==> config.mk <==
export PLATFORM = sky130hd
export DESIGN_NAME = ws_block_writer
export DESIGN_NICKNAME = d
export VERILOG_FILES = /design/src/rtl/M2_pkg.sv /design/src/rtl/ws_clip8.sv /design/src/rtl/ws_block_writer.sv
export SDC_FILE = /design/constraint.sdc
export NUM_CORES = 1
export LEC_CHECK = 0
export ABC_CLOCK_PERIOD_IN_PS = 2600
export BUFFER_PORTS_ARGS = -buffer_cell sky130_fd_sc_hd__buf_2
export CAP_MARGIN = 20
export CELL_PAD_IN_SITES_DETAIL_PLACEMENT = 1
export CELL_PAD_IN_SITES_GLOBAL_PLACEMENT = 2
export CORE_AREA = 2 2 138 113
export CTS_CLUSTER_SIZE = 10
export DETAILED_ROUTE_END_ITERATION = 12
export DIE_AREA = 0 0 140 115
export PLACE_DENSITY_LB_ADDON = 0.1
export RECOVER_POWER = 25
export SLEW_MARGIN = 40
export SYNTH_ARGS = -nofsm -noshare
export SYNTH_HDL_FRONTEND = slang
export SYNTH_SLANG_ARGS = --single-unit
export TNS_END_PERCENT = 20
==> constraint.sdc <==
create_clock -name CLOCK_50_I -period 2.6 [get_ports CLOCK_50_I]
set_clock_uncertainty 0.2 [all_clocks]
set_input_delay 0.26 -clock CLOCK_50_I [delete_from_list [all_inputs] [get_ports CLOCK_50_I]]
set_output_delay 0.26 -clock CLOCK_50_I [all_outputs]
set_load 0.01 [all_outputs]
==> src/rtl/M2_pkg.sv <==
// -----------------------------------------------------------------------------
// M2_pkg
// Shared definitions for the Milestone 2 IDCT pipeline:
//   - M2_state_type : top-level milestone 2 sequencing states
//   - WS_state_type : write-S stage states
//   - plane codes, SRAM plane base addresses and row widths (in SRAM words)
//   - block_row_offset() : shift-add computation of RB*8*ROW_WORDS
// -----------------------------------------------------------------------------
package M2_pkg;

  typedef enum logic [2:0] {
    M2_IDLE,
    M2_FETCH,
    M2_COMPUTE_T,
    M2_COMPUTE_S,
    M2_WRITE_S
  } M2_state_type;

  typedef enum logic [1:0] {
    WS_IDLE,
    WS_LEAD_IN,
    WS_RUN,
    WS_DONE
  } WS_state_type;

  localparam logic [1:0] PLANE_Y = 2'b00;
  localparam logic [1:0] PLANE_U = 2'b01;
  localparam logic [1:0] PLANE_V = 2'b10;

  localparam logic [17:0] Y_BASE       = 18'd0;
  localparam logic [17:0] U_BASE       = 18'd38400;
  localparam logic [17:0] V_BASE       = 18'd57600;
  localparam logic [17:0] Y_ROW_WORDS  = 18'd160;
  localparam logic [17:0] UV_ROW_WORDS = 18'd80;

  // Word offset of the first image row of block row rb: rb*8 rows of
  // 160 words (Y, rb*1280) or 80 words (U/V, rb*640), built from shifts.
  function automatic logic [17:0] block_row_offset(input logic [4:0] rb,
                                                   input logic uv);
    logic [17:0] rb_w;
    logic [17:0] result;
    rb_w = {13'd0, rb};
    if (uv) begin
      result = (rb_w << 9) + (rb_w << 7);
    end else begin
      result = (rb_w << 10) + (rb_w << 8);
    end
    return result;
  endfunction

endpackage

==> src/rtl/ws_clip8.sv <==
// -----------------------------------------------------------------------------
// ws_clip8
// Converts one 32-bit signed IDCT accumulator to an 8-bit pixel:
// arithmetic shift right by 16, then saturate to 0..255.
// Ports:
//   s_data : in  32  signed accumulator from the S dual-port RAM
//   pix    : out 8   clipped pixel value
// -----------------------------------------------------------------------------
module ws_clip8 (
  input  logic [31:0] s_data,
  output logic [7:0]  pix
);

  logic signed [31:0] shifted_s;

  // Shift out the fractional bits and saturate the integer part.
  always_comb begin
    shifted_s = $signed(s_data) >>> 16;
    if (shifted_s[31]) begin
      pix = 8'd0;
    end else if (|shifted_s[30:8]) begin
      pix = 8'd255;
    end else begin
      pix = shifted_s[7:0];
    end
  end

endmodule

==> src/rtl/ws_block_writer.sv <==
// -----------------------------------------------------------------------------
// ws_block_writer
// Write-S stage: reads the 64 IDCT results of one 8x8 block from the S
// dual-port RAM, clips each to 8 bits, packs horizontal pixel pairs (even
// column in the high byte) and writes 32 words into the Y/U/V plane of SRAM.
// Ports:
//   CLOCK_50_I      : in  1   clock
//   resetn          : in  1   asynchronous active-low reset
//   WS_start        : in  1   start pulse (accepted only when idle)
//   WS_done         : out 1   one-cycle pulse after the last write
//   WS_busy         : out 1   transfer in progress (through the done cycle)
//   plane           : in  2   00=Y, 01=U, 10=V, 11 treated as Y
//   block_row       : in  5   block row RB
//   block_col       : in  6   block column CB
//   S_read_address  : out 7   DP-RAM read address (row*8+col)
//   S_read_data     : in  32  DP-RAM data, one cycle after the address
//   SRAM_address    : out 18  SRAM word address
//   SRAM_write_data : out 16  packed pixel pair
//   SRAM_we_n       : out 1   active-low SRAM write enable
// -----------------------------------------------------------------------------
module ws_block_writer
  import M2_pkg::*;
(
  input  logic        CLOCK_50_I,
  input  logic        resetn,
  input  logic        WS_start,
  output logic        WS_done,
  output logic        WS_busy,
  input  logic [1:0]  plane,
  input  logic [4:0]  block_row,
  input  logic [5:0]  block_col,
  output logic [6:0]  S_read_address,
  input  logic [31:0] S_read_data,
  output logic [17:0] SRAM_address,
  output logic [15:0] SRAM_write_data,
  output logic        SRAM_we_n
);

  WS_state_type state_r;
  logic [6:0]   idx_r;        // index of the RAM entry arriving this cycle
  logic [7:0]   even_pix_r;   // even-column pixel waiting for its partner
  logic [17:0]  row_addr_r;   // SRAM address of column-pair 0 in the current row
  logic [17:0]  row_words_r;  // row pitch of the latched plane

  logic [17:0]  base_s;
  logic [17:0]  row_words_s;
  logic         is_uv_s;
  logic [7:0]   pix_s;

  ws_clip8 u_clip (
    .s_data (S_read_data),
    .pix    (pix_s)
  );

  // Plane decode of the start-time inputs; the reserved code falls back to Y.
  always_comb begin
    base_s      = Y_BASE;
    row_words_s = Y_ROW_WORDS;
    is_uv_s     = 1'b0;
    case (plane)
      PLANE_U: begin
        base_s      = U_BASE;
        row_words_s = UV_ROW_WORDS;
        is_uv_s     = 1'b1;
      end
      PLANE_V: begin
        base_s      = V_BASE;
        row_words_s = UV_ROW_WORDS;
        is_uv_s     = 1'b1;
      end
      default: begin
        base_s      = Y_BASE;
        row_words_s = Y_ROW_WORDS;
        is_uv_s     = 1'b0;
      end
    endcase
  end

  // Block transfer sequencer with registered RAM, SRAM and handshake outputs.
  always_ff @(posedge CLOCK_50_I or negedge resetn) begin
    if (!resetn) begin
      state_r         <= WS_IDLE;
      idx_r           <= 7'd0;
      even_pix_r      <= 8'd0;
      row_addr_r      <= 18'd0;
      row_words_r     <= 18'd0;
      S_read_address  <= 7'd0;
      SRAM_address    <= 18'd0;
      SRAM_write_data <= 16'd0;
      SRAM_we_n       <= 1'b1;
      WS_done         <= 1'b0;
      WS_busy         <= 1'b0;
    end else begin
      case (state_r)
        WS_IDLE: begin
          SRAM_we_n <= 1'b1;
          WS_done   <= 1'b0;
          if (WS_start) begin
            state_r        <= WS_LEAD_IN;
            WS_busy        <= 1'b1;
            S_read_address <= 7'd0;
            idx_r          <= 7'd0;
            row_words_r    <= row_words_s;
            // Block origin: base + RB*8*ROW_WORDS + CB*4.
            row_addr_r     <= base_s + block_row_offset(block_row, is_uv_s)
                              + {10'd0, block_col, 2'd0};
          end
        end
        WS_LEAD_IN: begin
          // Entry 0 is being read now; address entry 1 for the next cycle.
          S_read_address <= 7'd1;
          state_r        <= WS_RUN;
        end
        WS_RUN: begin
          SRAM_we_n <= 1'b1;
          if (S_read_address != 7'd63) begin
            S_read_address <= S_read_address + 7'd1;
          end
          if (idx_r[6]) begin
            // All 64 entries consumed; the final write is on the bus now.
            state_r <= WS_DONE;
            WS_done <= 1'b1;
          end else begin
            idx_r <= idx_r + 7'd1;
            if (!idx_r[0]) begin
              even_pix_r <= pix_s;
            end else begin
              SRAM_write_data <= {even_pix_r, pix_s};
              SRAM_address    <= row_addr_r + {16'd0, idx_r[2:1]};
              SRAM_we_n       <= 1'b0;
              // Last pair of a block row: step down one image row.
              if (idx_r[2:1] == 2'd3) begin
                row_addr_r <= row_addr_r + row_words_r;
              end
            end
          end
        end
        WS_DONE: begin
          WS_done <= 1'b0;
          WS_busy <= 1'b0;
          state_r <= WS_IDLE;
        end
        default: begin
          state_r   <= WS_IDLE;
          SRAM_we_n <= 1'b1;
          WS_done   <= 1'b0;
          WS_busy   <= 1'b0;
        end
      endcase
    end
  end

endmodule

Word level (Yosys, flattened, before mapping)
Cells that the tools add are included.
{"block": "word_totals", "reg_bits": 97, "input_bits": 48, "wordCells": 81}
{"block": "classes", "addsub": 8, "n_eq_ne": 13, "n_mux": 28, "n_bitwise": 2, "n_reduce_logical": 18}
{"op": "$mux 18", "n": 6}
{"op": "$pmux 18 s2", "n": 1}
{"op": "$pmux 16 s2", "n": 1}
{"op": "$mux 8", "n": 3}
{"op": "$mux 7", "n": 3}
{"op": "$pmux 7 s3", "n": 1}
{"op": "$add 16x18->18", "n": 1}
{"op": "$add 18x18->18", "n": 1}
{"op": "$add 18x2->18", "n": 1}
{"op": "$add 18x8->18", "n": 1}
{"op": "$add 15x13->16", "n": 1}
{"op": "$mux 16", "n": 1}
{"op": "$add 14x12->15", "n": 1}
{"op": "$add 7x1->7 const B", "n": 2}
{"op": "$pmux 7 s2", "n": 1}
{"op": "$ne 2x2->1 const B", "n": 6}
{"op": "$reduce_and 3->1", "n": 4}
{"op": "$reduce_and 2->1", "n": 5}
{"op": "$eq 2x2->1 const B", "n": 4}
{"op": "$pmux 2 s4", "n": 1}
{"op": "$reduce_or 8->1", "n": 1}
{"op": "$ne 7x6->1 const B", "n": 1}
{"op": "$pmux 1 s2", "n": 3}
{"op": "$reduce_bool 2->1", "n": 3}
{"op": "other kinds (8)", "n": 16}

Depth between registers and ports, before layout
{"block": "depth", "ltp_word": 10, "ltp_mapped": 13, "ltp_nobuf": 13}

Hierarchy
Synthesis repeated with hierarchy kept, for this count alone.
{"block": "hier_totals", "cells_unflattened": 428, "area_unflattened_um2": 4441.8}
{"mod": "ws_block_writer", "n_inst": 1, "cells_each": 408, "area_each_um2": 4327.9, "seq_area_each_um2": 1978.1}
{"mod": "ws_clip8", "n_inst": 1, "cells_each": 20, "area_each_um2": 113.9, "seq_area_each_um2": 0.0}

Least setup slack after synthesis
OpenSTA, ideal clock, no wires.
{"block": "synth_timing", "path_kind": "input -> register", "start": "in plane[0]", "end": "reg row_addr_r[14]", "t_arrival_ns": 2.460, "required_ns": 2.276, "setup_slack_ns": -0.184, "cell_stages": 11, "path_cell_list": "inv_1 ha_1 clkbuf_1 clkbuf_1 o21ai_0 ha_1 o21a_1 a21oi_1 o31ai_1 xor2_1 a211o_1"}
{"block": "synth_via", "elab_chain_len": 10, "word_cells_on_any_way": 12}
{"element": "start, declared", "line": "ws_block_writer.sv:29", "text": "input logic [1:0] plane,"}
{"element": "$eq 2x2->1 / $eq 2x1->1 (equally long branches)", "line": "ws_block_writer.sv:60", "text": "case (plane)"}
{"element": "$reduce_or 2->1 (no line)"}
{"element": "$mux 1", "line": "ws_block_writer.sv:60"}
{"element": "$mux 16", "line": "M2_pkg.sv:43", "text": "if (uv) begin"}
{"element": "$mux 18", "line": "ws_block_writer.sv:98", "text": "if (WS_start) begin"}
{"element": "$mux 18", "line": "ws_block_writer.sv:94", "text": "case (state_r)"}
{"element": "$add 16x18->18 *", "line": "ws_block_writer.sv:105", "text": "row_addr_r <= base_s + block_row_offset(block_row, is_uv_s)"}
{"element": "$add 18x8->18 *", "line": "ws_block_writer.sv:106", "text": "+ {10'd0, block_col, 2'd0};"}
{"element": "$mux 18 *", "line": "ws_block_writer.sv:98"}
{"element": "$pmux 18 s2 *", "line": "ws_block_writer.sv:94"}
{"element": "end signal, assigned", "line": "ws_block_writer.sv:105"}
{"element": "end signal, assigned", "line": "ws_block_writer.sv:133", "text": "row_addr_r <= row_addr_r + row_words_r;"}
{"element": "end, declared", "line": "ws_block_writer.sv:42", "text": "logic [17:0] row_addr_r;"}
Every way passes the cells marked *; elsewhere a longest branch is shown, timed or not. The select of a mux whose other input is x is not followed.
A chain may end at the register's enable or synchronous reset.

Worst setup path in the final report
{"block": "layout_timing", "start": "in block_row[0]", "end": "reg row_addr_r[14]"}
{"block": "layout_via", "elab_chain_len": 8, "word_cells_on_any_way": 9}
{"element": "start, declared", "line": "ws_block_writer.sv:30", "text": "input logic [4:0] block_row,"}
{"element": "$add 15x13->16 / $add 14x12->15 (equally long branches)", "line": "M2_pkg.sv:46, M2_pkg.sv:44"}
{"element": "$mux 16 *", "line": "M2_pkg.sv:43"}
{"element": "$mux 18 *", "line": "ws_block_writer.sv:98"}
{"element": "$mux 18 *", "line": "ws_block_writer.sv:94"}
{"element": "$add 16x18->18 *", "line": "ws_block_writer.sv:105"}
{"element": "$add 18x8->18 *", "line": "ws_block_writer.sv:106"}
{"element": "$mux 18 *", "line": "ws_block_writer.sv:98"}
{"element": "$pmux 18 s2 *", "line": "ws_block_writer.sv:94"}
Marked as above.

==> flow_metrics.py <==
metrics = {
    "synth": {
        "syn_area_per_cell_um2": 10.5,
        "synthCells": 415,
        "ys_warn_count": 0,
        "ys_seq_area_frac": 0.453,
        "ys_seq_elements": 79,
        "async_reset_ff_frac": 1.00,
        "syn-num-nets": 489,
        "synth_edf_count": 0,
        "synth_flop_cell": "dfrtp_1",
        "netlist_area_mm2": 0.00436,
        "yosysUniqueCellTypes": 56,
    },
    "route": {
        "drt-pass1-iter-count": 6,
        "route.detailed.drc": 0,
        "routed_wirelength_um": 11000,
        "wire_per_inst_um": 15.4,
        "ant_nets": 0,
        "drt_iter0_markers": 85,
        "viasPerCell": 4.92,
        "vias": 3521,
    },
    "cts": {
        "numCtsBuffers": 9,
        "path_clk_slew_ns": 0.06,
        "clk_latency_ns": 0.34,
        "clockRootBuffer": "clkbuf_16",
        "clock_path_buffers": 2,
        "cts_tree": "built",
        "cts_max_level": 3,
        "cts.sinks": 79,
    },
    "grt": {
        "overflow": 0,
        "grt_pass1_vias": 3666,
        "antenna_found_initial": 0,
        "track_usage": 0.146,
        "grt_start_max_net_pins": 42,
        "grt_pass1_wl_um": 18500,
    },
    "critical_path": {
        "crit_fanout": 2,
        "endpoint_kind": "register",
        "critPathMaxStageDelay_ns": 0.37,
        "cp_cell_sequence": "buf_4 > ha_4 > inv_1 > fa_2 > nor2b_1 > o21ai_1 > xnor2_1 > nor2_1 > a21oi_2 > ha_1 > a21oi_2 > o31ai_4 > xor2_1 > a211o_1",
        "crit_path_start_kind": "input pin",
        "cp.required_ns": 2.62,
        "cpLargestDelayFamily": "compound AO/OA/AOI/OAI gates",
        "worstPathArrival_ns": 2.52,
        "critPathBufInv": 2,
        "worst_path_most_repeated_cell": "a21oi_2",
        "worstSetupPathType": "input pin to register",
        "cp_slowest_cell": "fa_2",
    },
    "cells_and_area": {
        "filler_cell_count": 1654,
        "finalNetCount": 597,
        "diodes": 0,
        "area_growth_pct": 26.4,
        "drive_gt1_frac": 0.342,
        "finalCoreUtilization": 0.374,
        "design_area_mm2": 0.00552,
    },
    "die": {
        "die_area_mm2": 0.0161,
        "start_util": 0.296,
        "die_h_um": 115,
        "std_cell_rows": 40,
        "die_width_um": 140,
        "core_area_mm2": 0.0148,
        "io_pins": 92,
    },
    "sta": {
        "hold_viol_final": 0,
        "clock.fmax_mhz": 401,
        "final.min_clock_period_ns": 2.49,
        "period_share": 0.960,
        "setup-violations-final": 0,
        "tightest_slew_ns": 1.11,
        "setup_slack_ns": 0.105,
        "slew-limit-headroom": 0.259,
        "slew_violations": 0,
    },
    "place": {
        "dp_hpwl_um": 8260,
        "place_area_mm2": 0.00519,
        "gp_congestion": 0.733,
        "io_buffers": 75,
        "place_ws_ns": -0.314,
    },
    "status": {
        "status": "complete, no violations",
    },
    "job": {
        "max-cap-violations": 0,
    },
    "worst_hold_path": {
        "holdCritPathClass": "input pin to register",
    },
    "power_and_ir_drop": {
        "irDropWorstVdd_mv": 0.429,
        "leakagePower_nw": 2.60,
        "power.density_mw_per_mm2": 1050,
    },
}
## cells by family after synthesis
family | share of synthesized area
AO/OA/AOI/OAI | 0.146
buffers and inverters | 0.0327
multiplexers | 0.130
XOR/XNOR | 0.0241
flip-flops | 0.453
AND/OR/NAND/NOR | 0.134
adder cells (fa/ha/maj) | 0.0797
## cells in the mapped netlist (4+ instances only)
cell type,instances,area share
nand3_1,10,0.011
xnor2_1,5,0.010
nand2_1,28,0.024
ha_1,23,0.066
nor2_1,41,0.035
nand4_1,5,0.0072
inv_1,15,0.013
dfrtp_1,78,0.45
mux2i_1,6,0.014
nand2b_1,4,0.0057
nor3_1,4,0.0046
xor2_1,7,0.014
buf_2,5,0.0057
a21oi_1,20,0.023
o21ai_0,31,0.036
and3_1,6,0.0086
mux2_2,44,0.11
clkbuf_1,8,0.0069
a211oi_1,5,0.0086
nor2b_1,8,0.011
o31ai_1,5,0.0086
## stage by stage
step | std cells | total power [W] | hold WS, ns | setup TNS (ns)
floorplan | 415 | 0.00373 | -0.236 | 0
global placement | 697 | 0.00461 | 0.0964 | -0.779
detailed placement | 697 | 0.00469 | 0.109 | -1.05
CTS | 714 | 0.00590 | 0.00551 | 0
global route | 715 | 0.00625 | 0.0157 | -0.0178
finish | 715 | 0.00577 | 0.0187 | 0
## cell type report
class,count,area [um^2],area share
inverter,16,60.1,0.0109
tap,189,236,0.0429
clock buffer,10,239,0.0433
sequential,79,1980,0.359
clock inverter,4,23.8,0.00431
timing repair buffer,113,686,0.124
multi-input combinational,304,2290,0.416
## metal layers
metal  GRT usage  vias to the layer above  routed length (um)
met4      0.0424                        0                 116
met5           0                        -                   0
li1            -                     1703                   -
met2       0.241                       41                5270
met3      0.0421                        9                 358
met1       0.188                     1768                5280
## repair_timing
action,in CTS,in global routing
setup endpoints to repair,0,3
hold buffers,3,0
resized for setup,0,11
endpoints found under the hold margin,41,0
buffers inserted,0,1
## flip-flops by register name (all words and copies together) (netlist names)
name,flops
row_words_r,2
SRAM_we_n,1
idx_r,7
SRAM_address,18
even_pix_r,8
S_read_address,7
SRAM_write_data,16
row_addr_r,16
state_r,2
WS_done,1
WS_busy,1
## path summary, 6_finish.rpt
check	end	depth (start not counted)	slack (ns)	start
setup / recovery	row_addr_r[14]$_DFFE_PN0P_	14	0.11	block_row[0]
hold / removal	row_addr_r[5]$_DFFE_PN0P_	3	0.02	block_col[3]
setup reg to reg	row_addr_r[14]$_DFFE_PN0P_	8	0.19	row_words_r[6]$_DFFE_PN0P_
hold reg to reg	SRAM_write_data[8]$_DFFE_PN0P_	1	0.28	even_pix_r[0]$_DFFE_PN0P_
max in group asynchronous	idx_r[5]$_DFFE_PN0P_	3	0.93	resetn
min in group asynchronous	SRAM_write_data[11]$_DFFE_PN0P_	2	0.47	resetn
## tightest hold or removal path: stages
cell and delay, ns:
buf_2 0.08, a21oi_1 0.05, o21ai_0 0.13
## power by group
| part | switching [W] | internal (W) | total [W] |
|---|---|---|---|
| sequential | 0.000350 | 0.00174 | 0.00209 |
| combinational | 0.00133 | 0.00121 | 0.00254 |
| clock | 0.000492 | 0.000658 | 0.00115 |
## placed cells by master, fill, tap and decap left out, types with 3 or more instances in the layout
| master | n |
|---|---|
| nand3_1 | 10 |
| xnor2_1 | 4 |
| nand2b_1 | 4 |
| nor2_1 | 41 |
| buf_4 | 35 |
| and3_1 | 6 |
| xor2_1 | 7 |
| clkbuf_1 | 10 |
| mux2i_1 | 6 |
| ha_1 | 22 |
| a21oi_1 | 18 |
| inv_1 | 15 |
| o21ai_0 | 29 |
| nand4_1 | 5 |
| nor2b_1 | 8 |
| clkbuf_16 | 9 |
| o211ai_1 | 3 |
| dfrtp_1 | 78 |
| clkinv_2 | 3 |
| nor3_1 | 4 |
| mux2_2 | 44 |
| a21o_1 | 3 |
| dlygate4sd3_1 | 3 |
| o31ai_1 | 4 |
| a211oi_1 | 5 |
| buf_2 | 62 |
| nand2_1 | 28 |
| nor4_1 | 3 |
Note: power is estimated with default switching activity, not from simulation.
